## src/rtl/elevator_scan_ctrl.sv

```systemverilog
// Single-cabin SCAN elevator controller: latches cabin and hall calls, then
// sweeps in one direction serving stops until nothing lies ahead.
module elevator_scan_ctrl #(
  parameter int FLOORS      = 8,
  parameter int FLOOR_W     = $clog2(FLOORS),
  parameter int MOVE_CYCLES = 4,
  parameter int DOOR_CYCLES = 3
) (
  input  logic               clock,
  input  logic               reset_n,
  input  logic [FLOORS-1:0]  call_in,
  input  logic [FLOORS-1:0]  call_up,
  input  logic [FLOORS-1:0]  call_down,
  input  logic               door_hold,
  output logic [FLOOR_W-1:0] cur_floor_out,
  output logic               direction_out,
  output logic               open,
  output logic               moving,
  output logic [FLOORS-1:0]  pending
);

  localparam int MCW = (MOVE_CYCLES > 1) ? $clog2(MOVE_CYCLES) : 1;
  localparam int DCW = (DOOR_CYCLES > 1) ? $clog2(DOOR_CYCLES) : 1;
  localparam logic [FLOORS-1:0] ONE   = FLOORS'(1);
  localparam logic [FLOORS-1:0] UP_OK = {1'b0, {(FLOORS-1){1'b1}}};
  localparam logic [FLOORS-1:0] DN_OK = {{(FLOORS-1){1'b1}}, 1'b0};

  typedef enum logic [1:0] {IDLE, MOVE, DOOR} state_t;

  state_t             state;
  logic [FLOORS-1:0]  req_in, req_up, req_down;
  logic [MCW-1:0]     move_cnt;
  logic [DCW-1:0]     door_cnt;

  logic [FLOORS-1:0]  set_in, set_up, set_dn;
  logic [FLOORS-1:0]  eff_in, eff_up, eff_dn, eff_all;
  logic [FLOORS-1:0]  above_cur, below_cur, above_nx, below_nx;
  logic [FLOORS-1:0]  oh_cur, oh_nx;
  logic [FLOOR_W-1:0] nx_floor;
  logic               here_in, here_up, here_dn, here_dir, here_opp, here_any;
  logic               ahead_cur, behind_cur, new_match;
  logic               nx_in, nx_up, nx_dn, nx_dir, nx_opp, ahead_nx, stop_nx;
  logic               flip_cur, flip_nx, move_done, door_done;
  logic [FLOORS-1:0]  clr_in, clr_up, clr_dn;
  logic [FLOORS-1:0]  req_in_next, req_up_next, req_down_next;

  // Hall calls that point off the building are not latchable.
  assign set_in  = call_in;
  assign set_up  = call_up & UP_OK;
  assign set_dn  = call_down & DN_OK;
  assign eff_in  = req_in | set_in;
  assign eff_up  = req_up | set_up;
  assign eff_dn  = req_down | set_dn;
  assign eff_all = eff_in | eff_up | eff_dn;

  assign nx_floor = direction_out
                  ? ((cur_floor_out == FLOOR_W'(FLOORS-1)) ? cur_floor_out : cur_floor_out + FLOOR_W'(1))
                  : ((cur_floor_out == '0) ? cur_floor_out : cur_floor_out - FLOOR_W'(1));
  assign oh_cur = ONE << cur_floor_out;
  assign oh_nx  = ONE << nx_floor;

  genvar gi;
  generate
    for (gi = 0; gi < FLOORS; gi++) begin : g_mask
      localparam logic [FLOOR_W:0] IDX = (FLOOR_W+1)'(gi);
      assign above_cur[gi] = IDX > {1'b0, cur_floor_out};
      assign below_cur[gi] = IDX < {1'b0, cur_floor_out};
      assign above_nx[gi]  = IDX > {1'b0, nx_floor};
      assign below_nx[gi]  = IDX < {1'b0, nx_floor};
    end
  endgenerate

  assign here_in    = |(eff_in & oh_cur);
  assign here_up    = |(eff_up & oh_cur);
  assign here_dn    = |(eff_dn & oh_cur);
  assign here_dir   = direction_out ? here_up : here_dn;
  assign here_opp   = direction_out ? here_dn : here_up;
  assign here_any   = here_in | here_dir | here_opp;
  assign ahead_cur  = |(eff_all & (direction_out ? above_cur : below_cur));
  assign behind_cur = |(eff_all & (direction_out ? below_cur : above_cur));
  assign flip_cur   = here_opp & ~ahead_cur;

  // Fresh presses at the open door that it would serve anyway restart the timer.
  assign new_match = |(set_in & oh_cur)
                   | (direction_out ? |(set_up & oh_cur) : |(set_dn & oh_cur))
                   | (~ahead_cur & (direction_out ? |(set_dn & oh_cur) : |(set_up & oh_cur)));

  assign nx_in    = |(eff_in & oh_nx);
  assign nx_up    = |(eff_up & oh_nx);
  assign nx_dn    = |(eff_dn & oh_nx);
  assign nx_dir   = direction_out ? nx_up : nx_dn;
  assign nx_opp   = direction_out ? nx_dn : nx_up;
  assign ahead_nx = |(eff_all & (direction_out ? above_nx : below_nx));
  assign stop_nx  = nx_in | nx_dir | (nx_opp & ~ahead_nx);
  assign flip_nx  = nx_opp & ~ahead_nx;

  assign move_done = (move_cnt == MCW'(MOVE_CYCLES-1));
  assign door_done = (door_cnt == DCW'(DOOR_CYCLES-1));

  always_comb begin
    clr_in = '0;
    clr_up = '0;
    clr_dn = '0;
    case (state)
      IDLE: if (here_any) begin
        clr_in = oh_cur;
        clr_up = (direction_out | ~ahead_cur) ? oh_cur : '0;
        clr_dn = (~direction_out | ~ahead_cur) ? oh_cur : '0;
      end
      MOVE: if (move_done && stop_nx) begin
        clr_in = oh_nx;
        clr_up = (direction_out | ~ahead_nx) ? oh_nx : '0;
        clr_dn = (~direction_out | ~ahead_nx) ? oh_nx : '0;
      end
      DOOR: begin
        clr_in = oh_cur;
        clr_up = (direction_out | ~ahead_cur) ? oh_cur : '0;
        clr_dn = (~direction_out | ~ahead_cur) ? oh_cur : '0;
      end
      default: ;
    endcase
    req_in_next   = eff_in & ~clr_in;
    req_up_next   = eff_up & ~clr_up;
    req_down_next = eff_dn & ~clr_dn;
  end

  always_ff @(posedge clock or negedge reset_n) begin
    if (!reset_n) begin
      state         <= IDLE;
      cur_floor_out <= '0;
      direction_out <= 1'b1;
      open          <= 1'b0;
      moving        <= 1'b0;
      req_in        <= '0;
      req_up        <= '0;
      req_down      <= '0;
      pending       <= '0;
      move_cnt      <= '0;
      door_cnt      <= '0;
    end else begin
      req_in   <= req_in_next;
      req_up   <= req_up_next;
      req_down <= req_down_next;
      pending  <= req_in_next | req_up_next | req_down_next;
      case (state)
        IDLE: begin
          if (here_any) begin
            state    <= DOOR;
            open     <= 1'b1;
            door_cnt <= '0;
            if (flip_cur) direction_out <= ~direction_out;
          end else if (ahead_cur || behind_cur) begin
            state    <= MOVE;
            moving   <= 1'b1;
            move_cnt <= '0;
            if (!ahead_cur) direction_out <= ~direction_out;
          end
        end
        MOVE: begin
          if (move_done) begin
            move_cnt      <= '0;
            cur_floor_out <= nx_floor;
            if (stop_nx) begin
              state    <= DOOR;
              moving   <= 1'b0;
              open     <= 1'b1;
              door_cnt <= '0;
              if (flip_nx) direction_out <= ~direction_out;
            end else if (!ahead_nx) begin
              state  <= IDLE;
              moving <= 1'b0;
            end
          end else begin
            move_cnt <= move_cnt + MCW'(1);
          end
        end
        DOOR: begin
          if (flip_cur) direction_out <= ~direction_out;
          if (door_hold || new_match) begin
            door_cnt <= '0;
          end else if (door_done) begin
            open     <= 1'b0;
            door_cnt <= '0;
            if (ahead_cur || behind_cur) begin
              state    <= MOVE;
              moving   <= 1'b1;
              move_cnt <= '0;
              if (!ahead_cur) direction_out <= ~direction_out;
            end else begin
              state <= IDLE;
            end
          end else begin
            door_cnt <= door_cnt + DCW'(1);
          end
        end
        default: state <= IDLE;
      endcase
    end
  end

endmodule

```

## config.mk

```make
export PLATFORM = sky130hd
export DESIGN_NAME = elevator_scan_ctrl
export DESIGN_NICKNAME = d
export VERILOG_FILES = /design/src/rtl/elevator_scan_ctrl.sv
export SDC_FILE = /design/constraint.sdc
export NUM_CORES = 1
export LEC_CHECK = 0
export ABC_CLOCK_PERIOD_IN_PS = 4400
export BUFFER_PORTS_ARGS = -buffer_cell sky130_fd_sc_hd__buf_2
export CAP_MARGIN = 10
export CORE_ASPECT_RATIO = 0.7
export CORE_MARGIN = 2
export CORE_UTILIZATION = 45
export CTS_CLUSTER_SIZE = 24
export DETAILED_ROUTE_END_ITERATION = 10
export GPL_ROUTABILITY_DRIVEN = 0
export PLACE_DENSITY_LB_ADDON = 0.1
export RECOVER_POWER = 100
export SLEW_MARGIN = 20
export SYNTH_ARGS = -nofsm -noshare
export SYNTH_HDL_FRONTEND = slang
export SYNTH_SLANG_ARGS = --single-unit
```

## constraint.sdc

```tcl
create_clock -name clock -period 4.4 [get_ports clock]
set_input_delay 0.22 -clock clock [delete_from_list [all_inputs] [get_ports clock]]
set_output_delay 0.22 -clock clock [all_outputs]
set_load 0.03 [all_outputs]
```

* Yosys cells after proc, flatten, opt, wreduce, memory -nomap -nowiden
Index checks and enable logic that the tools add are counted.
** Cells by class
- Add/sub/neg operators :: 4
- Multiply operators :: 0
- Div/mod/pow operators :: 0
- $lt $le $gt $ge :: 28
- Equal/unequal tests :: 15
- Shift operators :: 2
- Multiplexer cells :: 72
- Bitwise logic cells :: 41
- Reductions and logical operators :: 25
** Operators by type and width (number)
- bitwise AND 8 bit :: 14
- two-way mux 8 bit :: 13
- OR reduction 8 bit :: 12
- case mux 8 bit (3 select lines) :: 3
- OR 8 bit :: 6
- two-way mux 2 bit :: 17
- two-way mux 1 bit :: 30
- greater-than comparator 3 bit, first input constant :: 8
- inverter 8 bit :: 3
- less-than comparator 3 bit, first input constant :: 6
- case mux 2 bit (3 select lines) :: 3
- AND reduction 6 bit :: 3
- left shift 1 x 3 -> 8 bit, first input constant :: 2
- != test 2 bit, second input constant :: 7
- greater-than comparator 2 x 3 -> 1 bit, first input constant :: 4
- less-than comparator 1 x 3 -> 1 bit, first input constant :: 4
- less-than comparator 2 x 3 -> 1 bit, first input constant :: 4
- OR 1 bit :: 10
- two-way mux 3 bit :: 3
- != test 3 bit, second input constant :: 3
- case mux 1 bit (3 select lines) :: 3
- bitwise AND 7 x 8 -> 8 bit :: 1
- OR 8 x 7 -> 8 bit :: 1
- AND reduction 4 bit :: 2
- 16 further kinds :: 25
** Word-level totals
- Flip-flop bits (word level) :: 44
- Latch bits :: 0
- RAM bits :: 0
- ROM bits :: 0
- Input port bits :: 27
- Word-level logic and storage cells :: 198
- Memories :: 0

* Logic depth before layout (Yosys ltp)
- Depth in word-level cells :: 17
- Mapped depth :: 16
- Depth with buffers taken out :: 11

* Worst setup path after synthesis
OpenSTA, ideal clock, no wires.
- Kind :: flip-flop to flip-flop
- Start :: register cur_floor_out[0]
- End :: register state[1]
- Setup time :: 0.125 ns
- Data arrival time :: 3.787 ns
- Data required time :: 4.275 ns
- Slack :: 0.488 ns
- Stages on the path, launching flop included :: 15
- Buffers on the path :: 3
- Clock period less this slack :: 3.912 ns
- Path through :: dfrtp_1 clkbuf_1 inv_1 ha_1 buf_2 nor4b_4 a211o_1 buf_6 mux2_1 a211oi_1 nor2_1 a21oi_2 a21oi_1 o211ai_2 mux2_2
** On the way
- Word-level cells in the longest chain between the ends :: 13
- Elaborated cells on any way between the ends :: 90
- Classes of those cells :: add/sub: 2; order compare: 28; eq/ne: 4; shift: 2; mux: 16; bitwise: 22; reduce/logical: 16
** RTL lines
- start: declaration :: line 15 : output logic [FLOOR_W-1:0] cur_floor_out,
- start signal: assignment :: line 162 : cur_floor_out <= nx_floor;
- subtractor 3 x 1 -> 3 bit, or another cell as far along :: line 58 : : ((cur_floor_out == '0) ? cur_floor_out : cur_floor_out - FLOOR_W'(1));
- two-way mux 3 bit (on tied branches) :: line 58, 57
- two-way mux 3 bit :: line 57 : ? ((cur_floor_out == FLOOR_W'(FLOORS-1)) ? cur_floor_out : cur_floor_out + FLOOR_W'(1))
- less-than comparator 1 x 3 -> 1 bit, or another cell as far along :: line 69 : assign below_nx[gi] = IDX < {1'b0, nx_floor};
- two-way mux 8 bit :: line 93 : assign ahead_nx = |(eff_all & (direction_out ? above_nx : below_nx));
- bitwise AND 8 bit :: line 93
- OR reduction 8 bit :: line 93
- inverter 1 bit :: line 94 : assign stop_nx = nx_in | nx_dir | (nx_opp & ~ahead_nx);
- bitwise AND 1 bit :: line 94
- OR 1 bit :: line 94
- two-way mux 2 bit :: line 163 : if (stop_nx) begin
- two-way mux 2 bit :: line 160 : if (move_done) begin
- case mux 2 bit (3 select lines) :: line 145 : case (state)
- end signal: assignment :: line 148 : state <= DOOR;
- end signal: assignment :: line 164 : state <= DOOR;
- end signal: assignment :: line 170 : state <= IDLE;
- end: declaration :: line 30 : state_t state;
Parallel ways exist; a longest one is shown, timed or not. The select of a mux whose other input is x is not followed.
A chain may end at the register's enable or synchronous reset.

* Final worst setup path
Ends and elaborated chain as after synthesis.

==> reports/metrics.csv <==
stage,metric,value,unit
run_status,status,"complete, but fails checks",
run_status,violated checks,"max-capacitance violations, max-slew violations",
place,# port buffers,38,
place,Cells after DPL,644,
floorplan,Core Footprint,8580,µm²
global_route,initial antenna violation count,0,
synth,Main synth FF type,dfrtp_1,
global_route,met1 GRT Util,43.2,%
worst_setup_path,"Max FO, Critical Path",13,
global_route,maximum number of pins on one net before global-route repair,45,
timing,clock skew,7.35,ps
synth,total of warnings raised by yosys,0,
detailed_routing,Routed Antenna Nets,0,
final_layout,area grow syn2layout,10.4,%
place,HPWL after DPL,10.4,mm
worst_setup_path,Worst EP required,4580,ps
synth,asr flop ratio synth,100,%
timing,slew margin rel.,-58.4,%
floorplan,row count,28,
floorplan,Die Area,9780,µm²
worst_setup_path,crit path capture type,flip-flop,
final_layout,fin nets,570,
detailed_routing,DR vias,4253,
final_layout,post-route insts no fill,653,
power,Worst VDD drop,0.297,mV
detailed_routing,drt wl/cell,20.9,µm
floorplan,initial core utilization,47.2,%
timing,Worst-Margin Slew,2380,ps
power,Leak Pwr,1.64,nW
timing,max-slew violations,45,
final_layout,layout cells sized above 1,16.1,%
detailed_routing,DRC errors left,0,
floorplan,I/O pin count,41,
worst_setup_path,"Data arrival, critical path",4220,ps
clocking,CTS Buffer Depth,2,
clocking,clock slew at the register clock pins of the worst setup and hold paths,70,ps
min_path,worst hold path type,primary input to flip-flop,
detailed_routing,1st-iter DRT viols,648,
synth,Post-Syn Area,4050,µm²
global_route,GR Util met2,37.3,%
synth,"EDFF count, synth",0,
global_route,number of global-route vias before repair,3859,
detailed_routing,Detailed Routing Iterations Pass 1,7,
power,Tot Pwr,1.97,mW
synth,Mean Syn Cell Area,8.10,µm²
clocking,setup bufs post-CTS,0,
detailed_routing,DRT Wirelength,13.6,mm
timing,# setup viols final,0,
floorplan,die height,83.4,µm
final_layout,number of diodes,0,
timing,Fmax,248,MHz
global_route,GR peak layer,met1,
power,Pwr per Cell Area,441,nW/µm²
clocking,clk_lat worst skew,300,ps
clocking,TritonCTS Sinks,44,
global_route,first-pass GRT wire length,21.6,mm
worst_setup_path,"slowest stage cell, crit path",a211o_1,
global_route,GRT overflow,0,
synth,sequential element share of the synthesized area,27.2,%
global_route,routing usage on met3,7.69,%
synth,post-synth cell types,86,
clocking,htree depth,2,
synth,synthesized flop and latch total,44,
synth,syn_nets,538,
worst_setup_path,Setup CP Type,flip-flop to flip-flop,
floorplan,Die X,117,µm
worst_setup_path,CP most frequent cell,a21oi_1,
timing,Fin Setup TNS,0,ps
timing,final hold viol count,0,
detailed_routing,Vias/cell,6.51,
clocking,root buf cell,clkbuf_16,
clocking,Num CTS Buffers,5,
clocking,CTS tree,yes,
global_route,Tot GR Track Use,27.8,%
timing,RSZ-0062 raised after global routing,no,
synth,Synth Instances,500,
timing,Tcrit/Tclk final,91.8,%
worst_setup_path,crit-path max cell delay,530,ps
worst_setup_path,crit-path cells,inv_1 -> ha_1 -> nor4b_4 -> a211o_1 -> buf_4 -> a221oi_1 -> a311oi_1 -> nor2_1 -> a21oi_1 -> a21oi_1 -> o211ai_2 -> mux2_2,
run,number of max-cap violations,1,
worst_setup_path,crit path launch type,flip-flop,
timing,Period minus WS final,4040,ps
[registers in the layout (all words and copies together), names as in the netlist, 2 cells and up]
name and flops:
move_cnt 2, req_in 8, door_cnt 2, pending 8, req_up 8, req_down 8
cur_floor_out 3, state 2
[worst max-delay path, delay by kind of cell (launching register included)]
family                     cells  cell delay [ps]
and+or+nand+nor                2              590
AOI/OAI and AO/OA              6             1990
DFF                            1              340
adders and majority gates      1              300
muxes                          1              360
buffers and inverters          2              350
[area by class of cell]
cell class              count  area [µm²]
fillers                   819        4120
repair buffers             55         302
well taps                 120         150
inverters                  13        48.8
clock inverters             3        46.3
clock buffers               5         125
multi-input cells         413        2690
flip-flops and latches     44        1100
[routing by layer]
layer | routed length, µm | share of wire [%]
met5 | 0 | 0
met3 | 1550 | 11
met1 | 6480 | 48
met4 | 251 | 1.8
met2 | 5360 | 39
[cell usage after synthesis (3+ instances only)]
library cell,number,area (µm²)
nor2_1,49,184
inv_1,12,45.0
a31oi_1,8,50.1
o22ai_1,26,163
buf_2,5,25.0
or3_1,6,37.5
nand3_1,12,60.1
o211ai_1,4,30.0
mux2_2,7,78.8
and2_1,5,31.3
clkbuf_1,13,48.8
nor2b_1,5,31.3
a221oi_1,5,43.8
nand4_1,4,25.0
a21o_1,7,52.6
nor3_1,11,55.1
a311oi_1,4,35.0
a211oi_1,7,52.6
a21oi_1,46,230
a22o_1,3,26.3
nand2_1,46,173
nor4_1,8,50.1
o21ai_0,28,140
nand3b_1,3,22.5
ha_1,11,138
a22oi_1,7,52.6
mux2_1,3,33.8
o2bb2ai_1,4,35.0
o311a_1,3,30.0
mux2i_1,7,70.1
dfrtp_1,43,1080
buf_4,3,22.5
o21a_1,4,30.0
or2_2,9,56.3
buf_6,7,78.8
nand2b_1,8,50.1
a2111oi_0,7,61.3
and3_1,3,18.8
[repair_timing]
item | CTS | global route
endpoints found under the hold margin | 0 | 43
setup endpoints to repair | 0 | 0
hold buffers | 0 | 1
resized for setup | 0 | 0
[worst paths after layout]
| path | from | endpoint | slack (ps) | depth (start not counted) |
|---|---|---|---|---|
| max | cur_floor_out[0]$_DFFE_PN0P_ | state[1]$_DFFE_PN0P_ | 360 | 12 |
| min in group asynchronous | reset_n | req_down[6]$_DFF_PN0_ | 1180 | 2 |
| min reg2reg | open$_DFFE_PN0P_ | open$_DFFE_PN0P_ | 490 | 1 |
| max in group asynchronous | reset_n | door_cnt[0]$_DFFE_PN0P_ | 1860 | 2 |
| min | call_down[7] | req_down[7]$_DFF_PN0_ | 310 | 3 |
| max reg2reg | cur_floor_out[0]$_DFFE_PN0P_ | state[1]$_DFFE_PN0P_ | 360 | 12 |
[per-stage QoR]
stage          setup slack (ps)  utilization [%]  instance area, µm²  hold slack (ps)
2_1_floorplan               488                -                4050            -75.6
3_3_place_gp                590             50.4                4330              438
3_5_place_dp                514             50.4                4330              458
4_1_cts                     517             52.4                4500              140
5_1_grt                     141             52.1                4470              338
6_report                    360             52.1                4470              310
[layout by cell type, fill, tap and decap left out, drive strengths merged, types with 3 or more instances in the layout]
cell type	instances
a21oi	48
o21a	4
dfrtp	43
o311a	3
clkbuf	18
nor2b	5
or3	7
mux2	10
a2111oi	8
o22ai	27
o2bb2ai	4
nand2b	9
a21o	7
nor4	8
buf	41
mux2i	7
and3	3
nor3	11
ha	11
a22o	3
o211ai	5
inv	13
a211oi	11
a22oi	7
a31oi	10
nor2	50
nand3b	3
a311oi	4
a221oi	5
nand4	5
and2	5
or2	10
o21ai	30
nand3	13
nand2	46
[logic make-up after synthesis]
kind of cell | share of synthesized area (%)
and+or+nand+nor | 23.9
muxes | 4.51
buffers and inverters | 5.72
xor gates and xnor gates | 0.216
adders and majority gates | 3.40
DFF | 27.2
AOI/OAI and AO/OA | 35.0
[power by group]
part           internal [mW]  switching, mW  total [mW]
logic                  0.364          0.678        1.04
clock network          0.270          0.175       0.445
registers              0.448         0.0367       0.484
Power figures use the tool's default switching activity.
